--- src/rtl/count_datapath.sv ---
// ---------------------------------------------------------------------------
// count_datapath
//   Loadable down-counter with a small IDLE/RUN/DONE controller. A load with a
//   non-zero preset starts a run; each enable in RUN decrements; reaching zero
//   ends the run with a single-cycle registered done pulse.
//
// Ports
//   clk      in   rising-edge clock
//   reset_n  in   asynchronous active-low reset
//   clr      in   synchronous clear (highest priority)
//   ld       in   load strobe, samples din
//   en       in   count-enable strobe (only acts in RUN)
//   din      in   [WIDTH-1:0] preset value
//   count    out  [WIDTH-1:0] registered counter value
//   zero     out  count == 0
//   busy     out  state is RUN
//   done     out  registered one-cycle terminal-count pulse
//
// Optional feature (macro AUTO_RELOAD_EN)
//   When defined, ld also captures din into a reload register and the terminal
//   count reloads the counter and stays in RUN instead of entering DONE.
// ---------------------------------------------------------------------------
module count_datapath #(
    parameter int WIDTH = 8
) (
    input  logic             clk,
    input  logic             reset_n,
    input  logic             clr,
    input  logic             ld,
    input  logic             en,
    input  logic [WIDTH-1:0] din,
    output logic [WIDTH-1:0] count,
    output logic             zero,
    output logic             busy,
    output logic             done
);

    typedef enum logic [1:0] {
        IDLE = 2'd0,
        RUN  = 2'd1,
        DONE = 2'd2
    } state_t;

    state_t           r_state;
    state_t           w_state_nxt;
    logic [WIDTH-1:0] r_count;
    logic [WIDTH-1:0] w_count_nxt;
    logic             r_done;
    logic             w_done_nxt;
    logic [WIDTH-1:0] w_terminal_count;
    logic             w_terminal_stay_run;

`ifdef AUTO_RELOAD_EN
    logic [WIDTH-1:0] r_reload;

    always_ff @(posedge clk or negedge reset_n) begin
        if (!reset_n) begin
            r_reload <= '0;
        end else if (!clr && ld) begin
            r_reload <= din;
        end
    end

    // Terminal count restarts from the captured preset and keeps running.
    assign w_terminal_count    = r_reload;
    assign w_terminal_stay_run = 1'b1;
`else
    assign w_terminal_count    = '0;
    assign w_terminal_stay_run = 1'b0;
`endif

    // State, counter and done pulse all update together on the clock edge.
    always_ff @(posedge clk or negedge reset_n) begin
        if (!reset_n) begin
            r_state <= IDLE;
            r_count <= '0;
            r_done  <= 1'b0;
        end else begin
            r_state <= w_state_nxt;
            r_count <= w_count_nxt;
            r_done  <= w_done_nxt;
        end
    end

    // Priority clr > ld > en. done defaults low so it can only be a pulse.
    always_comb begin
        w_state_nxt = r_state;
        w_count_nxt = r_count;
        w_done_nxt  = 1'b0;
        if (clr) begin
            w_state_nxt = IDLE;
            w_count_nxt = '0;
        end else if (ld) begin
            if (din != '0) begin
                w_state_nxt = RUN;
                w_count_nxt = din;
            end else begin
                w_state_nxt = DONE;
                w_count_nxt = '0;
                w_done_nxt  = 1'b1;
            end
        end else if (en && (r_state == RUN)) begin
            if (r_count > WIDTH'(1)) begin
                w_count_nxt = r_count - WIDTH'(1);
            end else begin
                // count <= 1 is terminal; treating 0 the same way means the
                // counter can never wrap even from an unexpected state.
                w_count_nxt = w_terminal_count;
                w_state_nxt = w_terminal_stay_run ? RUN : DONE;
                w_done_nxt  = 1'b1;
            end
        end
    end

    assign count = r_count;
    assign zero  = (r_count == '0);
    assign busy  = (r_state == RUN);
    assign done  = r_done;

endmodule

--- config.mk ---
export PLATFORM = sky130hd
export DESIGN_NAME = count_datapath
export DESIGN_NICKNAME = d
export VERILOG_FILES = /design/src/rtl/count_datapath.sv
export SDC_FILE = /design/constraint.sdc
export NUM_CORES = 1
export LEC_CHECK = 0
export CAP_MARGIN = 20
export CORE_MARGIN = 2
export CORE_UTILIZATION = 40
export DETAILED_ROUTE_END_ITERATION = 16
export MAX_ROUTING_LAYER = met4
export PLACE_DENSITY = 0.72
export SLEW_MARGIN = 20
export SYNTH_ARGS = -nofsm -noshare
export SYNTH_HDL_FRONTEND = slang
export SYNTH_SLANG_ARGS = --single-unit
--- constraint.sdc ---
create_clock -name clk -period 1.7 [get_ports clk]
set_input_delay 0.425 -clock clk [delete_from_list [all_inputs] [get_ports clk]]
set_output_delay 0.425 -clock clk [all_outputs]
set_load 0.005 [all_outputs]
After elaboration in Yosys (flattened, before gate mapping)
Cells that the tools add are included.
{"block": "totals", "ff_bits": 11, "in_bits": 13, "word_cells": 27, "out_inout_bits": 11}
{"block": "op_classes", "reduce_logical": 5, "magnitude_cmp": 1, "muxes": 15, "n_eq_ne": 2, "n_addsub": 1}
{"op": "2-to-1 mux 8 bit", "n": 5}
{"op": "2-to-1 mux 2 bit", "n": 5}
{"op": "> comparator 8 x 1 -> 1 bit, second input constant", "n": 1}
{"op": "zero test 8 bit", "n": 1}
{"op": "nonzero test 8 bit", "n": 1}
{"op": "subtractor 8 x 1 -> 8 bit, second input constant", "n": 1}
{"op": "2-to-1 mux 1 bit", "n": 5}
{"op": "!= test 3 bit, second input constant", "n": 1}
{"op": "nonzero test 3 bit", "n": 1}
{"op": "== test 2 x 1 -> 1 bit, second input constant", "n": 1}
{"op": "AND reduction 2 bit", "n": 1}
{"op": "logical AND 1 bit", "n": 1}

Depth between registers and ports, before layout
Gate-level depths: netlist of run 1.
{"block": "logic_depth", "depth_word": 5, "ltp_mapped": 6, "mapped_depth_nobuf": 6}

Least setup slack after synthesis of run 1
OpenSTA, ideal clock, no wires.
{"block": "synth_path", "path_type": "reg-to-reg", "start": "register r_count[0] (netlist: count[0])", "end": "register r_count[3] (netlist: count[3])", "setup_ns": 0.082, "path_stages_with_launch": 7, "slack_ns": -0.097, "n_path_buf": 0, "period_less_slack_ns": 1.797, "arrival_ns": 1.715, "required_ns": 1.618, "cell_sequence": "dfrtp_1 > inv_1 > ha_1 > or2_2 > a31o_2 > or3_1 > a31oi_1"}
{"block": "synth_between", "elab_chain_cells": 5, "elab_cells_between_ends": 6, "classes_between": "1 x add/sub; 1 x order compare; 4 x mux"}
{"element": "start, declared", "line_no": "46", "source": "logic [WIDTH-1:0] r_count;"}
{"element": "start signal, assigned", "line_no": "80", "source": "r_count <= w_count_nxt;"}
{"element": "subtractor 8 x 1 -> 8 bit / > comparator 8 x 1 -> 1 bit (equally long branches)", "line_no": "104, 103"}
{"element": "2-to-1 mux 8 bit *", "line_no": "103", "source": "if (r_count > WIDTH'(1)) begin"}
{"element": "2-to-1 mux 8 bit *", "line_no": "102", "source": "end else if (en && (r_state == RUN)) begin"}
{"element": "2-to-1 mux 8 bit *", "line_no": "93", "source": "end else if (ld) begin"}
{"element": "2-to-1 mux 8 bit *", "line_no": "90", "source": "if (clr) begin"}
Mark *: on every way between the ends. The rest lies on a longest branch, timed or not. The select of a mux whose other input is x is not followed.
A chain may end at the register's enable or synchronous reset.

Final worst setup path of run 1
{"block": "layout_path", "start": "register r_count[1] (netlist: count[1])", "end": "register r_count[3] (netlist: count[3])"}
Same word-level chain as after synthesis.

==> impl_metrics.yaml, run 1 <==
critical_path:
  reg2reg_depth: 4
  max_stage_delay_ps: 530
  path_class: "reg -> reg"
  critical_path.startpoint_type: "flip-flop"
  crit_path_end_kind: "flip-flop"
  cp_cell_sequence: "buf_4, or4_4, or3_1, a31oi_1"
  arrival_ps: 1880
  reg2reg_slack_ps: 10
  crit_path_max_fanout: 4
  r2r-start: "count[1]$_DFFE_PN0P_"
  cp_slowest_cell: "or4_4"
  critical_path_required_ps: 1890
  reg2reg_to: "count[3]$_DFFE_PN0P_"
clock_network:
  clock_sinks: 11
  clkLatencyLatePin_ps: 270
  clk_pin_slew_ps: 70
  cts_buffer_depth: 2
  htreeDepth: 1
  clockRootBuffer: "clkbuf_4"
  cts_buffers: 3
  cts_tree: "built"
  postCtsHoldBufs: 0
detailed_routing:
  vias_per_cell: 5.61
  ant_nets: 0
  drtIter0Drc: 32
  avgRoutedWirePerCell_um: 14.7
  firstDrtPassIters: 4
  wirelength_mm: 2.51
  num_vias: 959
  route.detailed.drc: 0
grt:
  antenna_found_initial: 0
  globalRouteTotalUtil_pct: 23.2
  grt_overflow_total: 0
  grt_pass1_vias: 863
  grt_pass1_wl_mm: 3.46
  grt_max_degree: 12
run:
  cap_violations: 0
pwr:
  p_per_area_mw_per_mm2: 596
  vdd_ir_drop_max_v: 0.000434
  power.leakage_nw: 0.699
sta:
  setup_viol: 0
  worst-slew-pin-transition_ps: 530
  timing.fmax_mhz: 592
  slew_headroom_pct: 64.5
  rsz0062_at_grt: "yes"
  finalSetupTns_ps: 0
  slew_violations: 0
  post-route-min-period_ps: 1690
  hold_viol: 0
  fin_crit_sh_pct: 99.4
  final.setup_skew_ps: 3.14
logic_synthesis:
  syn_inst: 84
  synth.distinct_cells: 37
  yosys.area.top_type: "dfrtp_1"
  ys_seq_area_share_pct: 36.9
  synth_top_flop_cell: "dfrtp_1"
  synth_edf_count: 0
  synthTopCellsByArea: "dfrtp_1 (37%), a211oi_1 (5.0%), ha_1 (5.0%), nor2_1 (4.5%), a21oi_1 (3.4%)"
  synth_common_cells: "dfrtp_1 (11), nor2_1 (9), nand2_1 (6)"
  syn-mean-instance-area_um2: 8.88
  async_flop_share_pct: 100
  syn_area_um2: 746
  synth.top_cell.area_share_pct: 36.9
  syn_nets: 100
  synth.most_common_cell: "dfrtp_1"
  ys_ff_latch: 11
  ys_warn_count: 0
placement:
  hpwl_mm: 1.65
  finalWeightedCongestion: 0.894
  port_buffers: 23
floorplan:
  num_rows: 15
  ios: 24
  design.die.area_mm2: 0.00223
  die_w_um: 47.2
  core-area_mm2: 0.00175
  start_util_pct: 42.7
  die_y_um: 47.2
layout:
  regArea_um2: 277
  nFillCells: 123
  n_antenna_cell: 0
  multi_input_area_um2: 475
  layout-drive-gt1-share_pct: 37.0
  area_growth_pct: 81.7
  post-route-util_pct: 77.6
  finish.net_count: 163
hold_path:
  worst_hold_path_type: "in -> async"
outcome:
  status: "completed"
-- logic make-up after synthesis --
logic type,share of synthesized area [%]
fa+ha+maj,5.03
buf+inv,3.52
mux,1.34
flops,36.9
compound gates,25.0
xor+xnor,1.17
simple gates,27.0
-- report_power, final --
group          internal (mW)  switching [mW]  total, mW
combinational          0.188           0.146      0.333
sequential             0.280          0.0145      0.294
clock                 0.0908          0.0890      0.180
total                  0.558           0.249      0.807
-- critical path: cells and delay by family (launching register included) --
| kind | cells | cell delay [ps] |
|---|---|---|
| flops | 1 | 390 |
| buf+inv | 1 | 150 |
| simple gates | 2 | 890 |
| compound gates | 1 | 170 |
-- metal layers --
layer	GRT usage (%)	vias to the layer above	share of wire [%]
li1	-	445	-
met1	26.3	436	41
met3	3.85	13	7.5
met2	38.4	65	48
met4	13.3	0	2.9
met5	-	-	0
-- area by class of cell --
| class | count | area share, % |
|---|---|---|
| Sequential cell | 11 | 20.4 |
| Inverter | 5 | 1.39 |
| Multi-Input combinational cell | 66 | 35.1 |
| Clock buffer | 4 | 1.94 |
| Tap cell | 25 | 2.31 |
| Timing Repair Buffer | 60 | 38.9 |
-- cells in the final DEF, fill, tap and decap left out, drive strengths merged, types with 2 or more instances in the layout --
| master | netlist | layout |
|---|---|---|
| buf | 0 | 38 |
| clkdlybuf4s50 | 0 | 14 |
| dfrtp | 11 | 11 |
| nor2 | 9 | 9 |
| nand2 | 6 | 6 |
| a21oi | 5 | 5 |
| dlymetal6s2s | 0 | 5 |
| a211oi | 5 | 5 |
| clkbuf | 2 | 4 |
| inv | 4 | 4 |
| nor3 | 4 | 4 |
| nand3 | 3 | 3 |
| dlygate4sd2 | 0 | 3 |
| ha | 3 | 3 |
| and3 | 2 | 2 |
| nor4 | 2 | 2 |
| nand3b | 2 | 2 |
| a31oi | 2 | 2 |
| o21ai | 2 | 2 |
| or3 | 2 | 2 |
| o211a | 2 | 2 |
-- metrics by stage --
step	worst slack (ps)	area, um^2	hold WS, ps	instances	total power, mW
2_1_floorplan	7.65	751	129	84	0.416
3_3_place_gp	-147	1170	528	152	0.569
3_5_place_dp	-195	1170	551	152	0.572
4_1_cts	-19.2	1260	514	164	0.769
5_1_grt	-45.4	1360	541	171	0.849
6_report	11.0	1360	499	171	0.807
-- state kept, by name, indices dropped and copies added, names as in the netlist --
signal,flops
count,8
done,1
r_state,2
-- repair_timing --
item / 4_1_cts / 5_1_grt
endpoints found under the setup margin: 8 / 12
setup buffers: 8 / 8
pin swaps: 2 / 6
resized for setup: 11 / 13
hold endpoints to repair: 0 / 0
-- how the worst max path moves through the flow --
| stage | slack, ps | from | to | cells after the start |
|---|---|---|---|---|
| 3_5_place_dp | -200 | din[2] | r_state[1]$_DFFE_PN0P_ | 5 |
| 5_1_grt | -50 | count[1]$_DFFE_PN0P_ | count[4]$_DFFE_PN0P_ | 7 |
| 4_1_cts | -20 | count[0]$_DFFE_PN0P_ | count[3]$_DFFE_PN0P_ | 5 |
| 2_1_floorplan | 8 | count[0]$_DFFE_PN0P_ | count[3]$_DFFE_PN0P_ | 6 |
| 6_report | 10 | count[1]$_DFFE_PN0P_ | count[3]$_DFFE_PN0P_ | 4 |
| 3_3_place_gp | -150 | din[2] | r_state[1]$_DFFE_PN0P_ | 5 |
Power figures use the tool's default switching activity.
==> run 2, diff against run 1 <==
--- a/config.mk
+++ b/config.mk
@@ -5,7 +5,7 @@
 export SDC_FILE = /design/constraint.sdc
 export NUM_CORES = 1
 export LEC_CHECK = 0
-export CAP_MARGIN = 20
+export CAP_MARGIN = 10
 export CORE_MARGIN = 2
 export CORE_UTILIZATION = 40
 export DETAILED_ROUTE_END_ITERATION = 16
==> results of run 2 <==
The final DEF is identical to that of run 1; final timing and power are the same.
==> RTL change 1, RTL diff (flow settings as in run 2) <==
The 3 states of `state_t` get a one-hot encoding in 3 bits.
--- a/src/rtl/count_datapath.sv
+++ b/src/rtl/count_datapath.sv
@@ -36,8 +36,8 @@
 );
 
-    typedef enum logic [1:0] {
-        IDLE = 2'd0,
-        RUN  = 2'd1,
-        DONE = 2'd2
+    typedef enum logic [2:0] {
+        IDLE = 3'b001,
+        RUN  = 3'b010,
+        DONE = 3'b100
     } state_t;
 
Behaviour: no difference found for any inputs over 10 cycles, from zero or initial values and one cycle with reset_n low; not proved beyond that.
==> RTL change 1 against run 2 <==
  * Sequential cell count increased by 1
  * Sequential power increased by 8.5%
  * The run now ends with setup timing left
  * Clock power increased by 9%
  * Total power decreased by 3.5%
  * Combinational power decreased by 21%
  * Routed wire length decreased by 0.28%
  * Design area decreased by 1.1%
  * Area after synthesis increased by 6.5%
  * Worst setup slack got worse by 0.027 ns
==> RTL change 1: results (changes against run 2) <==
Yosys
  – Syn Area/Cell: 8.83 µm² (-0.56%)
  – Adder-Cell Fraction of Synth Area: 4.72% (-0.31 points)
  – Synthesized-area fraction occupied by xor and xnor cells: 0% (-1.2 points)
  – Syn_nets: 106 (+6.0%)
  – Top cells by count, synth: 11 x dfrtp_1, 9 x nand2_1, 8 x nor2_1
  – Synth area leaders: dfrtp_1 35%, ha_1 4.7%, nand2_1 4.3%, a211oi_1 3.8%, nor2_1 3.8%
  – Unique cell type count in the Yosys netlist: 34 (-8.1%)

Pwr
  – Lkg Pwr: 0.663 nW (-5.1%)
  – Internal power: 0.000536 W (-4.0%)

STA
  – Slew HR: 73.4% (+8.8 points)
  – Min Hold Slack: 0.441 ns (-0.0585 ns)
  – Final Setup Violations: 1 (+1)
  – Setup ws final: -0.0161 ns (-0.0271 ns)

Outcome
  – Violated checks: setup timing
  – Status: finished with violations

Routing
  – Met2 WL post-DR: 1280 µm (+5.3%)
  – Wire length on met3: 146 µm (-23%)
  – Via/cell ratio: 5.66 (+1.0%)
  – 1st-iter DRT viols: 33 (+3.1%)

GRT
  – Met1 GRT Util: 28.6% (+2.3 points)
  – First-pass GRT wire length: 4000 µm (+16%)
  – Met2 usage: 37.0% (-1.3 points)
  – Largest net degree at the start of global routing: 15 (+3)

Critical path
  – Critical path arrival: 1.29 ns (-0.59 ns)
  – Slowest cell on the critical path: dfrtp_1
  – Reg2reg path depth: 6 (+2)
  – Delay of the slowest critical-path stage: 0.42 ns (-0.11 ns)

Cells and area
  – Layout Cells excl Fill: 167 (-2.3%)

Place
  – Post-Place Cells: 155 (+2.0%)
  – Pre-CTS setup slack: -0.367 ns (-0.171 ns)
  – Detailed-placement wirelength estimate: 1720 µm (+4.3%)
[RTL change 1: cell type report]
| class | count | area [µm²] |
|---|---|---|
| fill | 162 | 582 |
| multi-input combinational | 69 | 503 |
| timing repair buffer | 49 | 453 |
| sequential | 12 | 302 |
| tap | 27 | 33.8 |
| clock buffer | 4 | 26.3 |
| inverter | 6 | 22.5 |
[RTL change 1: what timing repair did]
item,CTS,global route
cloned,0,0
resized for setup,16,17
pin swaps,2,9
buffers inserted,3,5
setup endpoints to repair,9,9
[RTL change 1: power by group through the flow]
stage,Clock [W],Combinational [W],Sequential (W)
after floorplan,0,0.0000854,0.000331
after global placement,0,0.000226,0.000321
after detailed placement,0,0.000229,0.000322
after CTS,0.000197,0.000234,0.000317
after global routing,0.000216,0.000287,0.000321
final,0.000197,0.000264,0.000319
[RTL change 1: logic make-up (layout without fill, tap and decap cells)]
logic type,after synthesis,count (layout)
AOI/OAI and AO/OA,24,24
DFF,12,12
muxes,2,2
adders and majority gates,3,3
buffers and inverters,9,59
and+or+nand+nor,40,40
==> RTL change 2, RTL diff (flow settings as in run 2) <==
Without the edit above. Build with the macro `AUTO_RELOAD_EN` defined.
--- a/src/rtl/count_datapath.sv
+++ b/src/rtl/count_datapath.sv
@@ -21,4 +21,6 @@
 //   count reloads the counter and stays in RUN instead of entering DONE.
 // ---------------------------------------------------------------------------
+`define AUTO_RELOAD_EN
+
 module count_datapath #(
     parameter int WIDTH = 8
Function: changed (Yosys sat finds a counterexample within 4 cycles, from zero or initial values and one cycle with reset_n low).
==> RTL change 2 against run 2 <==
  * The run now ends with setup timing left
  * Combinational power up 30%
  * Sequential cell count up 8
  * Routed wire length up 31%
  * Total power up 47%
  * Fmax down 3.5%
  * Area after synthesis up 54%
  * Design area up 30%
  * Via count up 28%
  * Hold slack worse by 0.043 ns
  * Die area up 49%
  * Highest routed layer unchanged
  * Worst setup slack worse by 0.061 ns
==> RTL change 2: results (changes against run 2) <==
STA
  – Setup ws final: -0.0501 ns (-0.0612 ns)
  – Pin slew with the least headroom to its limit: 0.370 ns (-0.160 ns)
  – Final setup TNS: -0.0501 ns (-0.0501 ns)
  – Final Setup Violations: 1 (+1)
  – Max Clock Skew: 0.00312 ns (-0.0000116 ns)

Routing
  – Top sig layer: met4
  – Metal1 wirelength: 1480 µm (+43%)
  – Vias: 1226 (+28%)
  – Met2 WL post-DR: 1610 µm (+33%)
  – Post-DR wirelength/cell: 15.1 µm (+2.9%)
  – Wire length on met3: 184 µm (-2.6%)
  – 1st-iter DRT viols: 41 (+28%)

Place
  – Placed Area: 1610 µm² (+37%)
  – Gpl congestion: 0.862 (-3.5%)
  – Detailed-placement wirelength estimate: 2320 µm (+41%)
  – Post-Place Cells: 206 (+36%)

GRT
  – Met3 Track Usage GR: 2.68% (-1.2 points)
  – First-pass GRT wire length: 5320 µm (+54%)
  – Gr usage total: 21.2% (-2.0 points)
  – Met2 usage: 34.9% (-3.5 points)
  – Vias in the first global route: 1149 (+33%)
  – Largest net degree at the start of global routing: 20 (+8)
  – Met1 GRT Util: 28.0% (+1.7 points)

Cells and area
  – Number of antenna diodes: 0 (unchanged)
  – Nets: 204 (+25%)
  – Layout Cells excl Fill: 218 (+27%)
  – Layout cell share with drive strength beyond 1: 31.6% (-5.4 points)

Critical path
  – Slowest cell on the critical path: dfrtp_1
  – Reg2reg path depth: 5 (+1)
  – Delay of the slowest critical-path stage: 0.43 ns (-0.10 ns)
  – CP max FO: 2 (-2)

Yosys
  – Post-synthesis compound-gate area fraction: 25.0% (+0.027 points)
  – Unique cell type count in the Yosys netlist: 38 (+2.7%)
  – Syn_nets: 147 (+47%)
  – Synth area leaders: dfrtp_1 41%, nand2_1 7.8%, a21oi_1 4.4%, nor2_1 3.6%, a22oi_1 3.3%
  – Synthesized-area fraction occupied by xor and xnor cells: 0.762% (-0.41 points)
  – Mux contribution to synthesized area: 0.871% (-0.47 points)
  – Seq/Total Area, Yosys: 41.3% (+4.4 points)
  – Top cells by count, synth: 24 x nand2_1, 19 x dfrtp_1, 11 x nor2_1
  – Syn Area/Cell: 8.78 µm² (-1.1%)

Outcome
  – Violated checks: setup timing
  – Status: finished with violations

Pwr
  – VDD IR-drop max: 0.000550 V (+27%)
  – Lkg Pwr: 0.863 nW (+24%)

Clocking
  – Clk_lat worst skew: 0.29 ns (+0.02 ns)
  – Clock Pin Slew Worst Setup and Hold Paths: 0.11 ns (+0.04 ns)

Hold path
  – HP Class: in -> async
-- RTL change 2: cell types whose count changed after synthesis, sizes merged, moves of 3 or more --
cell	before	now
nand2	6	24
o32ai	1	4
a22oi	1	5
a21oi	5	10
clkbuf	2	6
dfrtp	11	19
nor2b	1	6
-- RTL change 2: cell type report --
type	instances	area, µm²
clock buffer	3	22.5
multi-input combinational	99	681
timing repair buffer	60	523
clock inverter	1	5.00
fill	212	970
inverter	5	18.8
sequential	19	475
tap	31	38.8
-- RTL change 2: per-stage QoR --
stage / power [W] / setup slack, ns
3_5_place_dp: 0.000910 / -0.179
2_1_floorplan: 0.000716 / 0.0849
5_1_grt: 0.00125 / -0.124
3_3_place_gp: 0.000902 / -0.146
6_report: 0.00118 / -0.0501
4_1_cts: 0.00115 / -0.0883
-- RTL change 2: final timing paths --
path | from | to | slack, ns
max | count[2]$_DFFE_PN0P_ | zero | -0.05
min | reset_n | count[3]$_DFFE_PN0P_ | 0.46
max reg2reg | count[1]$_DFFE_PN0P_ | count[5]$_DFFE_PN0P_ | 0.02
min reg2reg | r_reload[1]$_DFFE_PN0P_ | r_reload[1]$_DFFE_PN0P_ | 0.50
max in group asynchronous | reset_n | r_reload[7]$_DFFE_PN0P_ | 1.04
min in group clk | r_reload[1]$_DFFE_PN0P_ | r_reload[1]$_DFFE_PN0P_ | 0.50
-- RTL change 2: repair_timing --
action,CTS,global route
setup buffers,6,2
endpoints found under the hold margin,0,0
pin swaps,2,2
gates resized for setup,17,14
setup endpoints to repair,11,10
-- RTL change 2: report_power, final --
part	switching, W	internal [W]
Combinational	0.000209	0.000225
Sequential	0.0000282	0.000491
Clock	0.000144	0.0000875
Total	0.000381	0.000803
